[src/rtl/mirfak_muldiv_ctrl.sv]
// EX-stage sequencer for the M-extension multiplier/divider units.
// Special-case operands are resolved locally; everything else is dispatched to a unit.
module mirfak_muldiv_ctrl (
  input  logic        clk_i,
  input  logic        rst_ni,
  input  logic        req_valid_i,
  input  logic [2:0]  req_funct3_i,
  input  logic [31:0] req_op_a_i,
  input  logic [31:0] req_op_b_i,
  input  logic        hold_i,
  input  logic        abort_i,
  output logic        busy_o,
  output logic        done_o,
  output logic [31:0] result_o,
  output logic        mult_enable_o,
  output logic [1:0]  mult_cmd_o,
  output logic        mult_abort_o,
  input  logic        mult_ack_i,
  input  logic [31:0] mult_result_i,
  output logic        div_enable_o,
  output logic [1:0]  div_cmd_o,
  output logic        div_abort_o,
  input  logic        div_ack_i,
  input  logic [31:0] div_result_i,
  output logic [31:0] unit_op_a_o,
  output logic [31:0] unit_op_b_o
);

  typedef enum logic [1:0] {
    S_IDLE = 2'd0,
    S_MUL  = 2'd1,
    S_DIV  = 2'd2,
    S_DONE = 2'd3
  } state_t;

  state_t      state;
  logic [31:0] op_a_q;
  logic [31:0] op_b_q;
  logic [31:0] result_q;
  logic [1:0]  cmd_q;

  logic        a_zero;
  logic        b_zero;
  logic        div_overflow;
  logic        fast_hit;
  logic [31:0] fast_result;

  assign a_zero       = (req_op_a_i == 32'd0);
  assign b_zero       = (req_op_b_i == 32'd0);
  assign div_overflow = (req_op_a_i == 32'h8000_0000) && (req_op_b_i == 32'hFFFF_FFFF);

  // funct3[1] separates REM from DIV, funct3[0] marks the unsigned variants.
  always_comb begin
    fast_hit    = 1'b0;
    fast_result = 32'd0;
    if (!req_funct3_i[2]) begin
      if (a_zero || b_zero) begin
        fast_hit    = 1'b1;
        fast_result = 32'd0;
      end
    end else if (b_zero) begin
      fast_hit    = 1'b1;
      fast_result = req_funct3_i[1] ? req_op_a_i : 32'hFFFF_FFFF;
    end else if (div_overflow && !req_funct3_i[0]) begin
      fast_hit    = 1'b1;
      fast_result = req_funct3_i[1] ? 32'd0 : 32'h8000_0000;
    end
  end

  always_ff @(posedge clk_i or negedge rst_ni) begin
    if (!rst_ni) begin
      state    <= S_IDLE;
      op_a_q   <= 32'd0;
      op_b_q   <= 32'd0;
      result_q <= 32'd0;
      cmd_q    <= 2'd0;
    end else begin
      case (state)
        S_IDLE: begin
          if (req_valid_i && !abort_i) begin
            op_a_q <= req_op_a_i;
            op_b_q <= req_op_b_i;
            cmd_q  <= req_funct3_i[1:0];
            if (fast_hit) begin
              result_q <= fast_result;
              state    <= S_DONE;
            end else begin
              state <= req_funct3_i[2] ? S_DIV : S_MUL;
            end
          end
        end
        S_MUL: begin
          if (abort_i) begin
            state <= S_IDLE;
          end else if (mult_ack_i) begin
            result_q <= mult_result_i;
            state    <= S_DONE;
          end
        end
        S_DIV: begin
          if (abort_i) begin
            state <= S_IDLE;
          end else if (div_ack_i) begin
            result_q <= div_result_i;
            state    <= S_DONE;
          end
        end
        S_DONE: begin
          if (abort_i || !hold_i) begin
            state <= S_IDLE;
          end
        end
        default: state <= S_IDLE;
      endcase
    end
  end

  // Enables and done come straight from the state register so the units see clean levels.
  assign mult_enable_o = (state == S_MUL);
  assign div_enable_o  = (state == S_DIV);
  assign done_o        = (state == S_DONE);
  assign busy_o        = req_valid_i && (state != S_DONE);
  assign mult_abort_o  = abort_i && (state == S_MUL);
  assign div_abort_o   = abort_i && (state == S_DIV);
  assign result_o      = result_q;
  assign mult_cmd_o    = cmd_q;
  assign div_cmd_o     = cmd_q;
  assign unit_op_a_o   = op_a_q;
  assign unit_op_b_o   = op_b_q;

endmodule

[config.mk]
export PLATFORM = sky130hd
export DESIGN_NAME = mirfak_muldiv_ctrl
export DESIGN_NICKNAME = d
export VERILOG_FILES = /design/src/rtl/mirfak_muldiv_ctrl.sv
export SDC_FILE = /design/constraint.sdc
export NUM_CORES = 1
export LEC_CHECK = 0
export CAP_MARGIN = 40
export CORE_MARGIN = 3
export CORE_UTILIZATION = 43
export CTS_BUF_LIST = sky130_fd_sc_hd__clkbuf_8
export CTS_CLUSTER_DIAMETER = 120
export CTS_CLUSTER_SIZE = 10
export DETAILED_ROUTE_END_ITERATION = 6
export PLACE_DENSITY = 0.91
export SYNTH_ARGS = -nofsm -noshare
export SYNTH_HDL_FRONTEND = slang
export SYNTH_SLANG_ARGS = --single-unit
[constraint.sdc]
create_clock -name clk_i -period 2.8 [get_ports clk_i]
set_input_delay 0.56 -clock clk_i [delete_from_list [all_inputs] [get_ports clk_i]]
set_output_delay 0.56 -clock clk_i [all_outputs]
set_load 0.1 [all_outputs]
== Word-level counts from Yosys, hierarchy flattened ==
Cells that the tools add are included.

* Output and inout port bits: 106
* Bits in writable memories: 0
* ROM bits: 0
* Memories kept: 0
* Bits in latches: 0
* Register bits after elaboration: 100
* Input port bits: 138

* Add/subtract/negate cells: 0
* Magnitude comparators: 0
* Multiply operators: 0
* Reduce and logical (&&, ||, !) cells: 18
* Bitwise operators: 0
* Divide/modulo/power cells: 0
* Muxes and demuxes: 25
* Equal/unequal tests: 15
* Shifts and indexed selects: 0

{| class="wikitable"
|+ Operators by type and width
! cell !! count
|-
| $mux 32 || 11
|-
| $pmux 32 s3 || 1
|-
| $eq 32x32->1 const B || 2
|-
| $logic_not 32->1 || 2
|-
| $mux 2 || 8
|-
| $ne 2x2->1 const B || 5
|-
| $pmux 2 s4 || 1
|-
| $reduce_and 7->1 || 1
|-
| $logic_and 1x1->1 || 6
|-
| $ne 2x1->1 const B || 3
|-
| $ne 3x2->1 const B || 2
|-
| $eq 2x2->1 const B || 2
|-
| $mux 1 || 4
|-
| $reduce_and 4->1 || 1
|-
| $logic_not 1->1 || 3
|-
| $reduce_bool 3->1 || 1
|-
| $eq 2x1->1 const B || 1
|-
| $logic_not 2->1 || 1
|-
| $logic_or 1x1->1 || 2
|-
| $reduce_and 2->1 || 1
|}

== Longest topological paths before layout ==
* Depth after elaboration: 9
* Gate-level depth with buffers: 10
* Gate-level depth less buffers: 7

== Worst setup path before layout ==
Ideal clock, no wire load.

* Path kind: register to register
* Start point: reg state[1]
* End point: reg result_q[10], in the netlist result_o[10]
* Stages on the path, launching flop included: 11
* Period minus slack after synthesis: 3.434 ns
* Buffers on the path: 3
* Required time: 2.660 ns
* Slack: -0.634 ns
* Data arrival time: 3.294 ns
* Cell sequence: dfrtp_1 > inv_1 > ha_1 > clkbuf_1 > and2_1 > nor2_1 > and3_1 > clkbuf_1 > clkbuf_1 > a21oi_1 > a22oi_2

* Cells in the longest elaborated chain, start to end: 3
* Elaborated cells on any way between the ends: 12

{| class="wikitable"
|+ RTL lines
! item !! RTL line !! source
|-
| start, declared || 36 || <nowiki>state_t state;</nowiki>
|-
| start signal, assigned || 88 || <nowiki>state <= req_funct3_i[2] ? S_DIV : S_MUL;</nowiki>
|-
| $eq 2x1->1 * || n/a ||
|-
| net mult_enable_o || 15 || <nowiki>output logic mult_enable_o,</nowiki>
|-
| $ne 2x1->1 (no source line), or another cell as far along || n/a ||
|-
| $reduce_and 7->1 (no source line) || n/a ||
|-
| end signal, assigned || 85 || <nowiki>result_q <= fast_result;</nowiki>
|-
| end signal, assigned || 96 || <nowiki>result_q <= mult_result_i;</nowiki>
|-
| end signal, assigned || 104 || <nowiki>result_q <= div_result_i;</nowiki>
|-
| end, declared || 39 || <nowiki>logic [31:0] result_q;</nowiki>
|}

The timed path passes the listed nets; every way through them passes the cells marked *.
A chain may end at the register's enable or synchronous reset.

== Worst setup path after layout ==
* Start point: in req_op_a_i[5]
* End point: reg result_q[21], in the netlist result_o[21]

* Cells in the longest elaborated chain, start to end: 9
* Elaborated cells on any way between the ends: 17

{| class="wikitable"
|+ RTL lines
! item !! RTL line !! source
|-
| start, declared || 8 || <nowiki>input logic [31:0] req_op_a_i,</nowiki>
|-
| $eq 32x32->1 || 50 || <nowiki>assign div_overflow = (req_op_a_i == 32'h8000_0000) && (req_op_b_i == 32'hFFFF_FFFF);</nowiki>
|-
| $logic_and 1x1->1 || 50 ||
|-
| $logic_and 1x1->1 || 64 || <nowiki>end else if (div_overflow && !req_funct3_i[0]) begin</nowiki>
|-
| $mux 32 || 64 ||
|-
| $mux 32 || 61 || <nowiki>end else if (b_zero) begin</nowiki>
|-
| $mux 32 || 56 || <nowiki>if (!req_funct3_i[2]) begin</nowiki>
|-
| $mux 32 || 84 || <nowiki>if (fast_hit) begin</nowiki>
|-
| $mux 32 || 80 || <nowiki>if (req_valid_i && !abort_i) begin</nowiki>
|-
| $pmux 32 s3 || 78 || <nowiki>case (state)</nowiki>
|}

Several ways; a longest one is shown, not always the timed one. The select of a mux whose other input is x is not followed.

==> metrics.md <==
| Metric | Value |
|---|---|
| Status | finished, final reports clean |
| Flip-flop and latch count after synthesis | 100 |
| Setup repair after global routing missed its margin | false |
| Die outline height | 117 um |
| Die ar. | 13,600 um^2 |
| First drt pass iteration count | 7 |
| Area Growth Syn to Fin | 54.5% |
| FF-to-FF setup slack | 0.58 ns |
| Max-slew violation total from the final report | 0 |
| Worst reg2reg path startpoint | state[0]$_DFFE_PN0P_ |
| Source-to-sink clock delay at the later pin of the worst-skew pair | 0.37 ns |
| Total Negative Setup Slacks | 0 ns |
| Diode insertion count for antenna repair | 0 |
| Standard-cell rows | 39 |
| All-Layer GR Usage | about a quarter |
| Global placement routability congestion | 0.853 |
| Area of the placeable core | between 10,000 and 15,000 um^2 |
| # hold bufs at CTS | 0 |
| Detailed-placement wirelength estimate | 13.7 mm |
| Worst r2r dst | result_o[21]$_DFFE_PN0P_ |
| CP required | 3.09 ns |
| Violation count after the first detailed-routing iteration | 354 |
| Number of enable flip-flop cells after synthesis | 0 |
| Top-level I/O count | 244 |
| Remaining global-route overflow | 0 |
| Wire length of the first global-routing pass | 26.8 mm |
| Arrival time worst endpoint | 2.88 ns |
| Number of buffers inserted by port buffering | 243 |
| PostCTS Resize Cnt | 0 |
| Critical path endpoint category | register |
| Number of cells on the worst reg-to-reg path | 7 |
| Max-capacitance violation count | 0 |
| Post-Route Hold Slack | 0.199 ns |
| Remaining number of nets flagged by the antenna check after routing | 0 |
| Top_reg_cell synth | sky130_fd_sc_hd__dfrtp_1 |
| # setup viols final | 0 |
| Clock Skew | about 0.0081 ns |
| Share of the clock period used by the worst path | 92.4% |
| X dimension of the die | 117 um |
| Residual DRC | 0 |
| Syn Nets | slightly below 600 |
| Final worst path period need | 2.59 ns |
| Final net count | 848 |
| Post-synth cell types | 38 |
| # H-tree levels | 3 |
| Setup crit start kind | input pin |
| Largest net degree at the start of global routing | 53 |
| Bufs on Longest Clock Path | 2 |
| Netlist Area Pre-Place | 5260 um^2 |
| Clock Root Buffer | sky130_fd_sc_hd__clkbuf_8 |
| Sequential-to-total area share from yosys stat | 47.6% |
| Worst hold-check path type | input pin to async pin |
| Post-detailed-route via-to-cell ratio | between 5 and 6 |
| FFs w/ async S/R, synth | 100% |
| Path type of the worst setup path | input pin to register |
| Initial antenna violation count | 0 |
| Fill count | 816 |
| Worst-Margin Slew | 0.644 ns |
| Starting Density | 45.1% |
| CTS sink count | 100 |
| Worst slew margin | 57.1% |
| Hold Fails Final Rpt | 0 |
| Synth Instances | about 450 |
| CTS buffer count | 9 |
| Average size of a mapped cell | 11.8 um^2 |
| Synthesis warning total | 0 |
| Clock-pin transition on the worst setup and hold timing paths | 0.09 ns |
| Wire length after detailed routing | 17.5 mm |
| Detailed-route wire length per cell | 20.5 um |
| Vias in the first global route | 5,266 |
| TritonCTS clock tree | built |
| Post-CTS setup repair buffer count | 0 |
| Share of post-route cells with drive strength above 1 | 39.3% |
| Via total after detailed routing | between 4,000 and 5,000 |
| Peak Freq | 0.387 GHz |
| CP max FO | 10 |
==> cells in the mapped netlist (all sizes together), types with 2 or more instances <==
library cell  count  share of area (%)
dfrtp           100                 48
nand2b           32                3.8
o2111ai           2               0.33
inv               7               0.50
and2              2               0.24
nand2             2               0.14
a22o             34                5.7
nand3             3               0.29
o21ai             3               0.29
or2               2               0.24
and3              2               0.26
nor3              3               0.29
a22oi            31                7.2
buf               9                1.6
nand4            11                1.3
nor4             16                2.0
mux2             66                 14
a21oi            33                3.1
clkbuf           35                2.5
ha                5                1.2
a221oi           32                5.3
nor2              7               0.50
==> critical path, cell delays in order <==
cell and delay, ns:
sky130_fd_sc_hd__clkdlybuf4s50_1 0.43, sky130_fd_sc_hd__nor4_1 0.44, sky130_fd_sc_hd__buf_4 0.18, sky130_fd_sc_hd__nand4_1 0.10
sky130_fd_sc_hd__or2_2 0.33, sky130_fd_sc_hd__or3_2 0.46, sky130_fd_sc_hd__buf_4 0.21, sky130_fd_sc_hd__a22oi_2 0.16
==> flip-flops by register name, summed over array words and instances, names as in the netlist <==
name	count
result_o	32
unit_op_a_o	32
div_cmd_o	2
state	2
unit_op_b_o	32
==> cell type report <==
type	count	area [um^2]	area share (%)
repair buffers	292	2670	32.9
multi-input cells	295	2560	31.5
flip-flops and latches	100	2500	30.8
well taps	143	179	2.20
clock buffers	12	165	2.03
inverters	7	26.3	0.324
clock inverters	4	16.3	0.200
==> per-stage QoR <==
| step | area (um^2) | instances | utilization (%) | worst slack [ns] |
|---|---|---|---|---|
| finish | 8120 | 853 | 69.6 | 0.213 |
| global route | 8120 | 853 | 69.6 | 0.0390 |
| CTS | 8120 | 853 | 69.6 | 0.208 |
| detailed placement | 7940 | 837 | 68.0 | -0.196 |
| global placement | 7940 | 837 | 68.0 | -0.166 |
| floorplan | 5270 | 446 | - | 0.147 |
==> cell usage in the layout (no fill, tap or decap), types with 2 or more instances in the layout <==
| cell | synthesis | final |
|---|---|---|
| sky130_fd_sc_hd__a21oi_1 | 33 | 33 |
| sky130_fd_sc_hd__a221oi_1 | 32 | 32 |
| sky130_fd_sc_hd__a22o_1 | 34 | 34 |
| sky130_fd_sc_hd__a22oi_1 | 2 | 2 |
| sky130_fd_sc_hd__a22oi_2 | 29 | 29 |
| sky130_fd_sc_hd__and2_4 | 0 | 2 |
| sky130_fd_sc_hd__buf_12 | 1 | 11 |
| sky130_fd_sc_hd__buf_4 | 2 | 145 |
| sky130_fd_sc_hd__clkbuf_8 | 0 | 12 |
| sky130_fd_sc_hd__clkdlybuf4s50_1 | 0 | 136 |
| sky130_fd_sc_hd__dfrtp_1 | 100 | 100 |
| sky130_fd_sc_hd__ha_1 | 5 | 3 |
| sky130_fd_sc_hd__ha_2 | 0 | 2 |
| sky130_fd_sc_hd__inv_1 | 7 | 10 |
| sky130_fd_sc_hd__mux2_2 | 66 | 66 |
| sky130_fd_sc_hd__nand2_1 | 2 | 2 |
| sky130_fd_sc_hd__nand2b_1 | 32 | 32 |
| sky130_fd_sc_hd__nand3_1 | 3 | 2 |
| sky130_fd_sc_hd__nand4_1 | 11 | 11 |
| sky130_fd_sc_hd__nor2_1 | 7 | 6 |
| sky130_fd_sc_hd__nor3_1 | 3 | 2 |
| sky130_fd_sc_hd__nor4_1 | 15 | 15 |
| sky130_fd_sc_hd__o2111ai_1 | 2 | 2 |
| sky130_fd_sc_hd__o21ai_0 | 2 | 2 |
| sky130_fd_sc_hd__or2_2 | 2 | 2 |
==> metal layers <==
| layer | vias to the layer above | share of wire (%) | track usage [%] |
|---|---|---|---|
| li1 | 2247 | - | - |
| met1 | 2405 | 36 | 28.6 |
| met2 | 232 | 52 | 45.7 |
| met3 | 46 | 8.3 | 6.58 |
| met4 | 0 | 3.6 | 12.0 |
| met5 | - | 0 | 0 |
==> cell families (layout without fill, tap and decap cells) <==
group,after synthesis,after routing,share of synthesized area [%]
flops,100,100,47.6
compound gates,141,141,22.9
buf+inv,51,315,4.60
mux,66,66,14.1
simple gates,83,83,9.55
fa+ha+maj,5,5,1.19
==> worst max path at each step <==
stage | cells past startpoint | slack (ns) | to | start
6_report | 8 | 0.21 | result_o[21]$_DFFE_PN0P_ | req_op_a_i[5]
5_1_grt | 8 | 0.04 | result_o[0]$_DFFE_PN0P_ | req_op_a_i[9]
4_1_cts | 8 | 0.21 | result_o[21]$_DFFE_PN0P_ | req_op_a_i[5]
3_5_place_dp | 8 | -0.20 | result_o[26]$_DFFE_PN0P_ | req_op_a_i[5]
3_3_place_gp | 8 | -0.17 | result_o[26]$_DFFE_PN0P_ | req_op_a_i[5]
2_1_floorplan | 10 | 0.15 | result_o[10]$_DFFE_PN0P_ | state[1]$_DFFE_PN0P_
Power is not shown: default switching activity piles up to over one toggle a cycle in this logic, so the estimate is an artifact.
